**src/rtl/rr_arb_mux.sv**
```systemverilog
// rr_arb_mux: round-robin arbitrating, registered N-to-1 multiplexer.
// Each input channel and the output use a valid/ready handshake; the output
// is a single register stage. The winner is searched starting one past the
// most recently granted channel, so every channel that stays valid is served
// within CHANNELS transfers.
// Optional feature: define RR_ARB_MUX_LOCK_EN to add the in_lock burst-lock port.
module rr_arb_mux #(
  parameter int WIDTH    = 16,
  parameter int CHANNELS = 4
) (
  input  logic                          clk,
  input  logic                          rst_n,
  input  logic [CHANNELS-1:0]           in_valid,
  input  logic [CHANNELS*WIDTH-1:0]     in_data,
  output logic [CHANNELS-1:0]           in_ready,
`ifdef RR_ARB_MUX_LOCK_EN
  input  logic [CHANNELS-1:0]           in_lock,
`endif
  output logic                          out_valid,
  output logic [WIDTH-1:0]              out_data,
  output logic [$clog2(CHANNELS)-1:0]   out_sel,
  input  logic                          out_ready
);

  localparam int SELW = $clog2(CHANNELS);

  typedef enum logic {
    EMPTY = 1'b0,
    FULL  = 1'b1
  } state_t;

  state_t            state_q, state_d;
  logic [SELW-1:0]   last_q;
  logic [SELW-1:0]   win;
  logic [SELW-1:0]   cand;
  logic              found;
  logic              can_load;
  logic              in_xfer;
  logic [WIDTH-1:0]  win_data;
`ifdef RR_ARB_MUX_LOCK_EN
  logic              locked_q;
`endif

  // Winner search: scan last+CHANNELS down to last+1 so the nearest valid
  // channel after last overrides any farther one.
  always_comb begin
    win   = '0;
    found = 1'b0;
    cand  = '0;
`ifdef RR_ARB_MUX_LOCK_EN
    if (locked_q) begin
      // while locked, last_q is the locked channel; nobody else may win
      win   = last_q;
      found = in_valid[last_q];
    end else
`endif
    begin
      for (int unsigned k = CHANNELS; k >= 1; k--) begin
        cand = SELW'((32'(last_q) + k) % 32'(CHANNELS));
        if (in_valid[cand]) begin
          win   = cand;
          found = 1'b1;
        end
      end
    end
  end

  // Handshake: grant is one-hot on the winner when the register can load.
  always_comb begin
    can_load = (state_q == EMPTY) || out_ready;
    in_xfer  = found && can_load && rst_n;
    in_ready = '0;
    for (int unsigned i = 0; i < CHANNELS; i++) begin
      in_ready[i] = in_xfer && (win == SELW'(i));
    end
  end

  // Data select for the winning channel.
  always_comb begin
    win_data = '0;
    for (int unsigned i = 0; i < CHANNELS; i++) begin
      if (win == SELW'(i)) begin
        win_data = in_data[i*WIDTH +: WIDTH];
      end
    end
  end

  // Output register occupancy: next-state logic.
  always_comb begin
    state_d = state_q;
    case (state_q)
      EMPTY:   if (in_xfer) state_d = FULL;
      FULL:    if (out_ready && !in_xfer) state_d = EMPTY;
      default: state_d = EMPTY;
    endcase
  end

  // Output register occupancy: state register.
  always_ff @(posedge clk or negedge rst_n) begin
    if (!rst_n) state_q <= EMPTY;
    else        state_q <= state_d;
  end

  assign out_valid = (state_q == FULL);

  // Payload, source index and round-robin pointer load on every input transfer.
  always_ff @(posedge clk or negedge rst_n) begin
    if (!rst_n) begin
      out_data <= '0;
      out_sel  <= '0;
      last_q   <= SELW'(CHANNELS - 1);
    end else if (in_xfer) begin
      out_data <= win_data;
      out_sel  <= win;
      last_q   <= win;
    end
  end

`ifdef RR_ARB_MUX_LOCK_EN
  // Lock follows in_lock of each transferring channel: set on a locked beat,
  // cleared by the locked channel's final unlocked beat.
  always_ff @(posedge clk or negedge rst_n) begin
    if (!rst_n)       locked_q <= 1'b0;
    else if (in_xfer) locked_q <= in_lock[win];
  end
`endif

endmodule

```
**config.mk**
```make
export PLATFORM = sky130hd
export DESIGN_NAME = rr_arb_mux
export DESIGN_NICKNAME = d
export VERILOG_FILES = /design/src/rtl/rr_arb_mux.sv
export SDC_FILE = /design/constraint.sdc
export NUM_CORES = 1
export LEC_CHECK = 0
export BUFFER_PORTS_ARGS = -buffer_cell sky130_fd_sc_hd__clkbuf_2
export CAP_MARGIN = 10
export CORE_AREA = 2 2 66 68
export CTS_CLUSTER_DIAMETER = 50
export DETAILED_ROUTE_END_ITERATION = 12
export DIE_AREA = 0 0 68 70
export GPL_TIMING_DRIVEN = 0
export PLACE_DENSITY = 0.86
export SETUP_SLACK_MARGIN = 0.15
export SYNTH_ARGS = -nofsm -noshare
export SYNTH_HDL_FRONTEND = slang
export SYNTH_SLANG_ARGS = --single-unit
```
**constraint.sdc**
```tcl
create_clock -name clk -period 2.43 [get_ports clk]
set_clock_uncertainty 0.15 [all_clocks]
set_input_delay 0.486 -clock clk [delete_from_list [all_inputs] [get_ports clk]]
set_output_delay 0.486 -clock clk [all_outputs]
set_load 0.005 [all_outputs]
```
==> run summary <==
run status - finished, violations left
failing checks - negative setup slack
post-synth top area share - 0.320
# nets final - 342
pwr dens - 686 nW/um2
wire per inst - 15.3 um
Worst-Skew Late Latency - 0.26 ns
Yosys cell types - 28
Pwr Total - 1.61 mW
Critical Path Sink Type - output port
largest net degree at the start of global routing - 20
port bufs - 93
die width - 68 um
H-tree levels - 1
fin. max-slew vios - 0
EDFF count, synth - 0
startpoint types - flip-flop
Hold Path Class - in2async
Synth Area in Adders - 0
worst-path fanout max - 5
WL final - 4.91 mm
cells along the critical path - buf_6, mux2i_4, o22ai_4, a21o_1, buf_6, buf_12, buf_8, nor2_4, buf_6
RSZ-0062 raised after global routing - yes
slowest stage cell, crit path - dfstp_2
Setup crit start - last_q[1]
post-synthesis xor/xnor area fraction - 0
Required @ worst endpoint - 1.79 ns
Peak VDD IR - 0.284 mV
# diodes - 0
maxcap violations - 0
Remaining Overflow, GRT - 0
TritonCTS clock tree - done
Via density - 5.26
initial DRC count - 71
number of global-route vias before repair - 1714
Hold Fails Final Rpt - 0
initial antenna violation count - 0
Die Y - 70 um
effective utilization at floorplan - 0.358
DPL Wire Length - 3.50 mm
clk buf depth - 2
clk sinks - 21
Final WS setup - -0.152 ns
Synth Area in Compound Gates - 0.212
Synth Area per Inst - 9.58 um2
hold_ws - 0.0294 ns
final setup vio count - 9
Ports - 94
DIE AREA - 4760 um2
worst r2r src - last_q[1]
post-synthesis simple-gate area fraction - 0.148
global-route wire length before repair - 7.65 mm
Slew HR - 0.401
Buf/Inv on CP - 5
final worst-path cycle share - 1.06
LEAKAGE - 1.20 nW
R2R Setup Slk - -0.07 ns
Area contributors post-synth - dfrtp_1 (32%), mux2i_1 (11%), a211oi_1 (9.1%), a221o_1 (6.7%), nand3_1 (6.7%)
vias - 1693
largest family of logic cells by synthesized area - compound AO/OA/AOI/OAI gates
critical path arrival - 1.95 ns
fmax - 387 MHz
most used cell, CP - buf_6
post-route ant nets - 0
num rows - 24
RD Place Congestion - 0.758
DRT Pass-1 Iters - 4
clk slew on worst S/H paths - 0.08 ns
sequential area share after synthesis - 0.356
reg-to-reg endpoint - out_data[13]
DRC - 0
WS Path Type - reg2out
ys flop type - dfrtp_1
clock root buffer - clkbuf_8
syn nets - 226
Mapped Cells - 155
CTS buffer count - 3
Post-synth ARST share - 1.00
Synth Cell Area - 1490 um2
post-route minimum period - 2.58 ns
share of cells above drive strength 1 - 0.541
Synth area leader - dfrtp_1
Area growth syn-to-layout - 58.1%
filler instances - 360
Placeable Area - 4140 um2
GRT Resource Usage Total - 0.211
Commonest cells post-synth - nand3_1 (20), dfrtp_1 (19), a211oi_1 (18)
Synth Register Bits - 21
Ys Warns - 0
mux share of post-synthesis cell area - 0.203
max incr delay on CP - 0.53 ns
worst slew pin tran - 0.895 ns
Reg2Reg Depth - 10
CP delay by family, top - buffers and inverters
count leader, synth - nand3_1
-- worst register-to-register path, stage by stage (launching register included) --
cell and delay, ns:
dfstp_2 0.53, buf_6 0.12, mux2i_4 0.25, o22ai_4 0.10
a21o_1 0.17, buf_6 0.12, buf_12 0.11, buf_4 0.13
buf_12 0.13, mux2_4 0.29, a221o_1 0.29
-- metrics by stage --
| stage | util | worst slack, ns | cell area, um2 | TNS (ns) | std cells |
|---|---|---|---|---|---|
| finish | 0.567 | -0.152 | 2350 | -0.766 | 322 |
| global route | 0.567 | -0.215 | 2350 | -1.34 | 322 |
| CTS | 0.542 | -0.176 | 2240 | -0.591 | 315 |
| detailed placement | 0.489 | -0.560 | 2020 | -6.50 | 300 |
| global placement | 0.489 | -0.572 | 2020 | -6.26 | 300 |
| floorplan | - | 0.166 | 1490 | 0 | 155 |
-- cell usage in the layout (no fill, tap or decap), types with 4 or more instances in the layout --
cell type  synthesis  layout
clkbuf_2           0      91
nand3_1           20      20
dfrtp_1           19      19
a211oi_1          18      17
buf_4              1      15
mux2i_1           17      14
nor2_1            14      12
a221o_1           10      10
inv_1              8       8
mux2_4             5       8
nand2_1            6       5
buf_6              2       4
nand2b_1           4       4
clkbuf_1           7       4
clkbuf_8           0       4
-- how the worst max path moves through the flow --
stage / to / slack (ns) / cells past startpoint
after global routing: in_ready[0] / -0.21 / 9
after detailed placement: in_ready[1] / -0.56 / 8
final: in_ready[0] / -0.15 / 9
after global placement: in_ready[1] / -0.57 / 8
after floorplan: in_ready[0] / 0.17 / 8
after CTS: in_ready[0] / -0.18 / 9
-- power breakdown --
part	total [mW]	switching (mW)	leakage, nW	internal, mW
logic	0.853	0.375	0.929	0.478
registers	0.528	0.0651	0.245	0.463
clock network	0.231	0.116	0.0255	0.114
total	1.61	0.557	1.20	1.05
-- per-layer routing --
layer	part of all wire	track usage	vias to the layer above	wire, um
met1	0.40	0.250	816	1950
li1	-	-	810	-
met3	0.047	0.0306	6	232
met5	0	0	-	0
met4	0.012	0.0622	0	59
met2	0.54	0.381	61	2670
-- repair_timing --
action	in CTS	in global routing
resized for setup	21	15
hold buffers	1	0
pin swaps	10	10
hold endpoints to repair	19	0
endpoints found under the setup margin	22	20
buffers inserted	10	7
-- area by class of cell --
cell class              count  area [um2]  share of cell area
plain buffers              13         110              0.0469
clock buffers               3        41.3              0.0176
clock inverters             1        5.00             0.00213
inverters                   9        33.8              0.0144
multi-input cells         112         923               0.393
flip-flops and latches     21         528               0.225
well taps                  52        65.1              0.0277
repair buffers            111         642               0.273
-- state kept, by name (all words and copies together), names as in the netlist --
name	flops
out_data	16
out_sel	2
last_q	2
out_valid	1
-- cell families after synthesis --
group,Yosys count
muxes,27
DFF,21
buffers and inverters,22
and+or+nand+nor,47
AOI/OAI and AO/OA,38
Note: power is estimated with default switching activity, not from simulation.
